==> src/rtl/detector_jogada_pkg.sv <==
// Shared definitions for the play detector: FSM state codes and the one-hot check
// that the game's control unit also reuses.
package detector_jogada_pkg;

  typedef enum logic [2:0] {
    ESPERA   = 3'd0,
    FILTRA   = 3'd1,
    REGISTRA = 3'd2,
    SOLTA    = 3'd3
  } estado_t;

  // Exactly one bit set; zero is not a valid play.
  function automatic logic eh_one_hot(input logic [3:0] v);
    return (v != 4'b0000) && ((v & (v - 4'd1)) == 4'b0000);
  endfunction

endpackage

==> src/rtl/detector_jogada_sincronizador_2ff.sv <==
// Two-flop synchroniser for asynchronous level inputs; both stages reset to 0.
module sincronizador_2ff #(
  parameter int W = 4
) (
  input  logic         clock,
  input  logic         reset,
  input  logic [W-1:0] d,
  output logic [W-1:0] q
);

  logic [W-1:0] meta_q;
  logic [W-1:0] sinc_q;

  always_ff @(posedge clock or posedge reset) begin
    if (reset) begin
      meta_q <= '0;
      sinc_q <= '0;
    end else begin
      meta_q <= d;
      sinc_q <= meta_q;
    end
  end

  assign q = sinc_q;

endmodule

==> src/rtl/detector_jogada.sv <==
// Turns raw push buttons into debounced single-cycle play events (valid / invalid / timeout).
// Optional idle timeout enabled by defining DETECTOR_TIMEOUT_EN.
module detector_jogada
  import detector_jogada_pkg::*;
#(
  parameter int DEBOUNCE_CICLOS = 5000,
  parameter int TIMEOUT_CICLOS  = 3000000
) (
  input  logic       clock,
  input  logic       reset,
  input  logic       habilita,
  input  logic [3:0] botoes,
  output logic [3:0] jogada,
  output logic       jogada_feita,
  output logic       jogada_invalida,
  output logic       timeout,
  output logic [2:0] db_estado
);

  localparam int MAX_C = (DEBOUNCE_CICLOS > TIMEOUT_CICLOS) ? DEBOUNCE_CICLOS : TIMEOUT_CICLOS;
  localparam int CW    = $clog2(MAX_C + 1);
  localparam logic [CW-1:0] DEB_FIM = CW'(DEBOUNCE_CICLOS - 1);
  localparam logic [CW-1:0] CNT_MAX = '1;
`ifdef DETECTOR_TIMEOUT_EN
  localparam logic [CW-1:0] TMO_FIM = CW'(TIMEOUT_CICLOS - 1);
`endif

  logic [3:0]    s_botoes;
  estado_t       estado_q, estado_d;
  logic [CW-1:0] cnt_q, cnt_d, cnt_inc;
  logic [3:0]    snap_q, snap_d;
  logic [3:0]    jogada_q, jogada_d;
  logic          feita_q, feita_d;
  logic          inval_q, inval_d;
  logic          timeout_q, timeout_d;

  sincronizador_2ff #(.W(4)) u_sinc (
    .clock (clock),
    .reset (reset),
    .d     (botoes),
    .q     (s_botoes)
  );

  // Saturating so the timeout can never fire a second time.
  assign cnt_inc = (cnt_q == CNT_MAX) ? cnt_q : cnt_q + CW'(1);

  always_ff @(posedge clock or posedge reset) begin
    if (reset) begin
      estado_q  <= SOLTA;
      cnt_q     <= '0;
      snap_q    <= 4'b0000;
      jogada_q  <= 4'b0000;
      feita_q   <= 1'b0;
      inval_q   <= 1'b0;
      timeout_q <= 1'b0;
    end else begin
      estado_q  <= estado_d;
      cnt_q     <= cnt_d;
      snap_q    <= snap_d;
      jogada_q  <= jogada_d;
      feita_q   <= feita_d;
      inval_q   <= inval_d;
      timeout_q <= timeout_d;
    end
  end

  always_comb begin
    estado_d  = estado_q;
    cnt_d     = cnt_q;
    snap_d    = snap_q;
    jogada_d  = jogada_q;
    feita_d   = 1'b0;
    inval_d   = 1'b0;
    timeout_d = 1'b0;
    case (estado_q)
      SOLTA: begin
        if (s_botoes != 4'b0000) begin
          cnt_d = '0;
        end else if (cnt_q == DEB_FIM) begin
          estado_d = ESPERA;
          cnt_d    = '0;
        end else begin
          cnt_d = cnt_inc;
        end
      end
      ESPERA: begin
        // A press in the same cycle as the timeout wins.
        if (habilita && (s_botoes != 4'b0000)) begin
          snap_d   = s_botoes;
          cnt_d    = '0;
          estado_d = FILTRA;
`ifdef DETECTOR_TIMEOUT_EN
        end else if (habilita) begin
          cnt_d     = cnt_inc;
          timeout_d = (cnt_q == TMO_FIM);
`endif
        end else begin
          cnt_d = '0;
        end
      end
      FILTRA: begin
        if (!habilita) begin
          estado_d = SOLTA;
          cnt_d    = '0;
        end else if (s_botoes == 4'b0000) begin
          estado_d = ESPERA;
          cnt_d    = '0;
        end else if (s_botoes != snap_q) begin
          snap_d = s_botoes;
          cnt_d  = '0;
        end else if (cnt_q == DEB_FIM) begin
          estado_d = REGISTRA;
          cnt_d    = '0;
        end else begin
          cnt_d = cnt_inc;
        end
      end
      REGISTRA: begin
        estado_d = SOLTA;
        cnt_d    = '0;
        if (habilita) begin
          if (eh_one_hot(snap_q)) begin
            jogada_d = snap_q;
            feita_d  = 1'b1;
          end else begin
            inval_d = 1'b1;
          end
        end
      end
      default: begin
        estado_d = SOLTA;
        cnt_d    = '0;
      end
    endcase
  end

  assign jogada          = jogada_q;
  assign jogada_feita    = feita_q;
  assign jogada_invalida = inval_q;
  assign timeout         = timeout_q;
  assign db_estado       = estado_q;

endmodule

==> config.mk <==
export PLATFORM = sky130hd
export DESIGN_NAME = detector_jogada
export DESIGN_NICKNAME = d
export VERILOG_FILES = /design/src/rtl/detector_jogada_pkg.sv /design/src/rtl/detector_jogada_sincronizador_2ff.sv /design/src/rtl/detector_jogada.sv
export SDC_FILE = /design/constraint.sdc
export NUM_CORES = 1
export LEC_CHECK = 0
export CAP_MARGIN = 20
export CORE_UTILIZATION = 61
export CTS_CLUSTER_DIAMETER = 80
export DETAILED_ROUTE_END_ITERATION = 10
export MAX_ROUTING_LAYER = met4
export PLACE_DENSITY_LB_ADDON = 0.05
export SLEW_MARGIN = 0
export SYNTH_ARGS = -nofsm -noshare
export SYNTH_HDL_FRONTEND = slang
export SYNTH_SLANG_ARGS = --single-unit
==> constraint.sdc <==
create_clock -name clock -period 5 [get_ports clock]
set_input_delay 0.5 -clock clock [delete_from_list [all_inputs] [get_ports clock]]
set_output_delay 0.5 -clock clock [all_outputs]
set_load 0.05 [all_outputs]
## Word-level counts from Yosys, hierarchy flattened

Index checks and enable logic that the tools add are counted.

- Bitwise operators: 1
- Add/subtract/negate cells: 2
- Equal/unequal tests: 14
- Reduce and logical (&&, ||, !) cells: 11
- Mux-type cells: 26

Operators by type and width:

| cell | number |
|---|---|
| $mux W22 | 6 |
| $pmux W22 S2 | 1 |
| $add A22 B1 Y22 const B | 1 |
| $eq A22 B13 Y1 const B | 1 |
| $eq A22 B22 Y1 const B | 1 |
| $mux W3 | 7 |
| $mux W4 | 4 |
| $ne A2 B2 Y1 const B | 6 |
| $reduce_and A5 Y1 | 2 |
| $pmux W3 S3 | 1 |
| $logic_not A4 Y1 | 2 |
| $ne A4 B4 Y1 const B | 2 |
| $pmux W4 S2 | 1 |
| $reduce_bool A4 Y1 | 2 |
| $eq A3 B2 Y1 const B | 2 |
| $mux W1 | 6 |
| $and A4 B4 Y4 | 1 |
| $ne A4 B4 Y1 | 1 |
| $sub A4 B1 Y4 const B | 1 |
| $eq A3 B1 Y1 const B | 1 |
| $logic_not A3 Y1 | 1 |
| $reduce_and A3 Y1 | 1 |
| $logic_and A1 B1 Y1 | 2 |
| $reduce_bool A2 Y1 | 1 |

- Flip-flop bits (word level): 43
- Logic and storage cells: 62
- Output and inout port bits: 10
- Input bits: 7

## Longest topological paths before layout

- Word-level depth: 7
- Depth in mapped cells: 7
- Depth with buffers taken out: 6

## By module

Synthesis repeated with hierarchy kept, for this count alone.

- Cell total of the unflattened synthesis: 187
- Area total of the unflattened synthesis: 1,989.4 um2

Modules (own cells, without submodules):

| module | cells each | area each (um2) | seq. area each (um2) | instances |
|---|---|---|---|---|
| detector_jogada | 178 | 1,785.5 | 853.3 | 1 |
| sincronizador_2ff | 9 | 203.9 | 200.2 | 1 |

## Least setup slack after synthesis

No wires, ideal clock.

- Kind: reg2reg
- From: reg cnt_q[0]
- To: reg cnt_q[19]
- Buffers on the path: 1
- Slack: 3,188 ps
- Data required time: 4,923 ps
- Arrival time: 1,734 ps
- Period minus slack after synthesis: 1,812 ps
- Stages on the path, launching flop included: 8
- Setup time: 77 ps
- Path through: dfrtp_1 -> ha_1 -> and3_1 -> clkbuf_1 -> nand2_1 -> o31ai_4 -> or3_2 -> a21oi_1

- Word-level cells in the longest chain between the ends: 7
- Elaborated cells on any way between the ends: 10
- Classes of those cells: add/sub: 1; eq/ne: 2; mux: 7

Ends and longest elaborated chain:

| item | line | text |
|---|---|---|
| start: declaration | detector_jogada.sv:30 | `logic [CW-1:0] cnt_q, cnt_d, cnt_inc;` |
| start signal: assignment | detector_jogada.sv:58 | `cnt_q <= cnt_d;` |
| $add A22 B1 Y22 / $eq A22 B22 Y1 (equally long branches) | detector_jogada.sv:45 | `assign cnt_inc = (cnt_q == CNT_MAX) ? cnt_q : cnt_q + CW'(1);` |
| $mux W22 | detector_jogada.sv:45 |  |
| $mux W22 * | detector_jogada.sv:79, detector_jogada.sv:111 |  |
| $mux W22 | detector_jogada.sv:108 | `end else if (s_botoes != snap_q) begin` |
| $mux W22 | detector_jogada.sv:105 | `end else if (s_botoes == 4'b0000) begin` |
| $mux W22 | detector_jogada.sv:102 | `if (!habilita) begin` |
| $pmux W22 S2 * | detector_jogada.sv:75 | `case (estado_q)` |
| net cnt_d[19] | detector_jogada.sv:30 |  |

The timed path passes the listed nets; every way through them passes the cells marked *.
A chain may end at the register's enable or synchronous reset.

## Worst setup path after layout

- From: in habilita
- To: reg cnt_q[2]

- Word-level cells in the longest chain between the ends: 2

Ends and longest elaborated chain:

| item | line | text |
|---|---|---|
| start: declaration | detector_jogada.sv:11 | `input logic habilita,` |
| $mux W22 | detector_jogada.sv:102 |  |
| $pmux W22 S2 | detector_jogada.sv:75 |  |
| net cnt_d[2] | detector_jogada.sv:30 |  |

The timed path passes the listed nets, and every way through them passes these cells.

==> flow_summary.yaml <==
timing:
  tightest_slew_ns: 0.8139
  drv_slew: 0
  finalSetupViolCount: 0
  hold_viol_final: 0
  layout_setup_ws_ns: 2.479
  final.setup.tns_ns: 0
  skew_ns: 0.005414
  fmax_ghz: 0.3967
  rsz0062_at_grt: "no"
  finalCritPeriodShare: 0.5042
  fin_crit_ns: 2.521
  maxSlewHeadroom: 0.4559
cells_and_area:
  multiInputGateArea_sq_um: 924.6
  postLayoutCoreUtil: 0.7258
  area.growth.synth_to_final_pct: 10.57
  fin_nets: 215
  n_antenna_cell: 0
  nFillCells: 251
  drive_gt1_frac: 0.1298
  final_cell_area_sq_mm: 0.002252
  stdcell_count: 252
  regArea_sq_mm: 0.001054
clock_network:
  cts_tree: "done"
  cts_setup_buffers: 0
  cts_hold_buf: 0
  clockRootBuffer: "clkbuf_4"
  max-clock-path-buffers: 2
  clkSlewWorstSetupHoldPaths_ns: 0.12
  cts_max_level: 2
  clock_sinks: 42
  ctsResizeCount: 0
  cts_made_buffers: 5
  clk_latency_ns: 0.35
critical_path:
  worst_r2r_path_depth: 5
  end_kind: "flop"
  reg2reg_to: "cnt_q[2]"
  r2r_setup_slack_ns: 2.61
  cp.arrival_ns: 2.77
  critPathMaxFanout: 22
  worstSetupStartpointType: "primary input"
  crit_required_ns: 5.25
  r2r_start: "u_sinc.q[0]"
  crit_type: "in2reg"
synthesis:
  syn_area_per_cell_sq_um: 10.61
  synth_cell_type_count: 42
  synth_edf_count: 0
  yosys.area.top_type: "dfrtp_1"
  synth_simple_gate_area_frac: 0.2082
  synth_warnings: 0
  synth_fa_ha_area_frac: 0.006143
  netlist_instances: 192
  ys_top_cells_by_area: "dfrtp_1, mux2_2, xnor2_1"
  synth_xor_area_frac: 0.06020
  syn_area_sq_mm: 0.002037
  muxShareOfSynthArea: 0.07371
  synth_top_family_by_area: "simple AND/OR/NAND/NOR gates"
  synth_top_area_share: 0.4914
  seq_area_frac_synth: 0.5172
  ys_ff_latch: 42
  synth_compound_area_frac: 0.1020
  synthArstFlopShare: 1.000
  synth_ff_type: "dfrtp_1"
floorplan:
  io_pins: 17
  die_h_um: 59.79
  initial_core_util: 0.6565
  row_count: 20
  die_w_um: 59.79
  core_sq_mm: 0.003103
  fp.dieArea_sq_mm: 0.003574
power_and_ir_drop:
  leakagePower_nw: 0.9196
  max-vdd-ir-drop_mv: 0.2037
  power_density_mw_per_mm2: 234.1
detailed_routing:
  antenna_left: 0
  drtIter0Drc: 65
  routed_wirelength_um: 3881
  drcViolationCount: 0
  dr_total_vias: 1523
  wl_per_cell_um: 15.40
  first_pass_iters: 4
  avgViaCountPerCell: 6.044
global_route:
  first_global_vias: 1512
  grt_max_degree: 43
  groute.usage.overall: 0.2567
  grt_pass1_wl_um: 6541
  overflow: 0
  antenna_found_initial: 0
placement:
  place_ws_ns: 2.076
  place.gp.congestion: 0.9120
  dpl.cell_count: 243
  placed_cell_area_sq_mm: 0.002196
  numPortBuffers: 14
  dp_hpwl_um: 2705
hold_path:
  worstHoldStart: "u_sinc.meta_q[3]"
  hold_class: "reg2reg"
  min_to: "u_sinc.q[3]"
  min_path_cells: 0
flow_run:
  cap_violations: 0
status:
  outcome: "finished clean"
cell families after synthesis:
family                     after synthesis
adders and majority gates                1
xor gates and xnor gates                14
buffers and inverters                   13
AOI/OAI and AO/OA                       31
other                                    1
muxes                                   14
and+or+nand+nor                         76
DFF                                     42
registers in the layout (all words and copies together), names as in the netlist:
| register | cells |
|---|---|
| db_estado | 2 |
| jogada_invalida | 1 |
| u_sinc.q | 4 |
| jogada | 4 |
| u_sinc.meta_q | 4 |
| snap_q | 4 |
| jogada_feita | 1 |
| cnt_q | 22 |
where the power goes:
group / switching, mW / internal, mW / leakage [nW] / total (mW)
Sequential: 0.00240 / 0.343 / 0.561 / 0.346
Clock: 0.108 / 0.0536 / 0.0320 / 0.162
Combinational: 0.0133 / 0.00667 / 0.326 / 0.0200
Total: 0.124 / 0.403 / 0.920 / 0.527
Yosys cell counts (2+ instances only):
cell / number
o211ai_1: 2
buf_2: 5
buf_4: 2
xor2_1: 5
a211oi_1: 3
and2_1: 3
nor4b_1: 4
or3_1: 2
xnor2_1: 9
nand4_1: 6
dfstp_2: 2
nand3_1: 11
or2_2: 2
o31ai_1: 2
a21oi_1: 7
mux2_2: 8
clkbuf_1: 2
nand2_1: 7
a31oi_1: 5
and3_1: 6
mux2i_1: 6
dfrtp_1: 40
and4_1: 2
inv_1: 4
o21ai_1: 4
nor3_1: 6
o21ai_0: 4
or3_2: 2
nor2_1: 18
routing by layer:
layer	track usage	vias up	wire, um
met5	-	-	0
met4	0.1196	0	103
met3	0.05844	12	165
met2	0.4317	44	2023
met1	0.2892	748	1589
li1	-	719	-
stage by stage:
step / hold slack (ns) / power [mW]
6_report: 0.3631 / 0.5273
5_1_grt: 0.3861 / 0.5457
4_1_cts: 0.3665 / 0.5297
3_5_place_dp: 0.3372 / 0.3725
3_3_place_gp: 0.3375 / 0.3719
2_1_floorplan: 0.3312 / 0.3652
how the worst max path moves through the flow:
stage	from	endpoint	slack, ns	cells after the start
2_1_floorplan	cnt_q[0]	cnt_q[19]	3.19	7
3_3_place_gp	habilita	cnt_q[2]	2.24	6
3_5_place_dp	habilita	cnt_q[2]	2.08	6
4_1_cts	habilita	cnt_q[2]	2.44	6
5_1_grt	habilita	cnt_q[2]	2.33	6
6_report	habilita	cnt_q[2]	2.48	6
placed cells by master (no fill, tap or decap), types with 3 or more instances in the layout:
master	n
dfrtp_1	40
o21ai_1	4
o21ai_0	4
clkdlybuf4s50_1	14
a21oi_1	7
and3_1	6
nor3_1	6
xor2_1	5
mux2i_1	6
inv_1	4
clkbuf_4	5
nand4_1	6
and2_1	3
nor2_1	18
nor4b_1	4
a31oi_1	5
nand3_1	11
a211oi_1	3
mux2_2	8
xnor2_1	9
nand2_1	7
area by class of cell:
type,instances,area share
clock buffers,6,0.01833
flip-flops and latches,42,0.4678
well taps,44,0.02444
repair buffers,16,0.06778
inverters,4,0.006667
clock inverters,2,0.004444
multi-input cells,138,0.4106
worst max-delay path, cell delays in order:
cell and delay [ns]:
clkdlybuf4s50_1 0.53, inv_1 0.07, or3_1 0.47, o21ai_1 0.17
nand3_1 0.59, a211oi_1 0.43
Power figures use the tool's default switching activity.
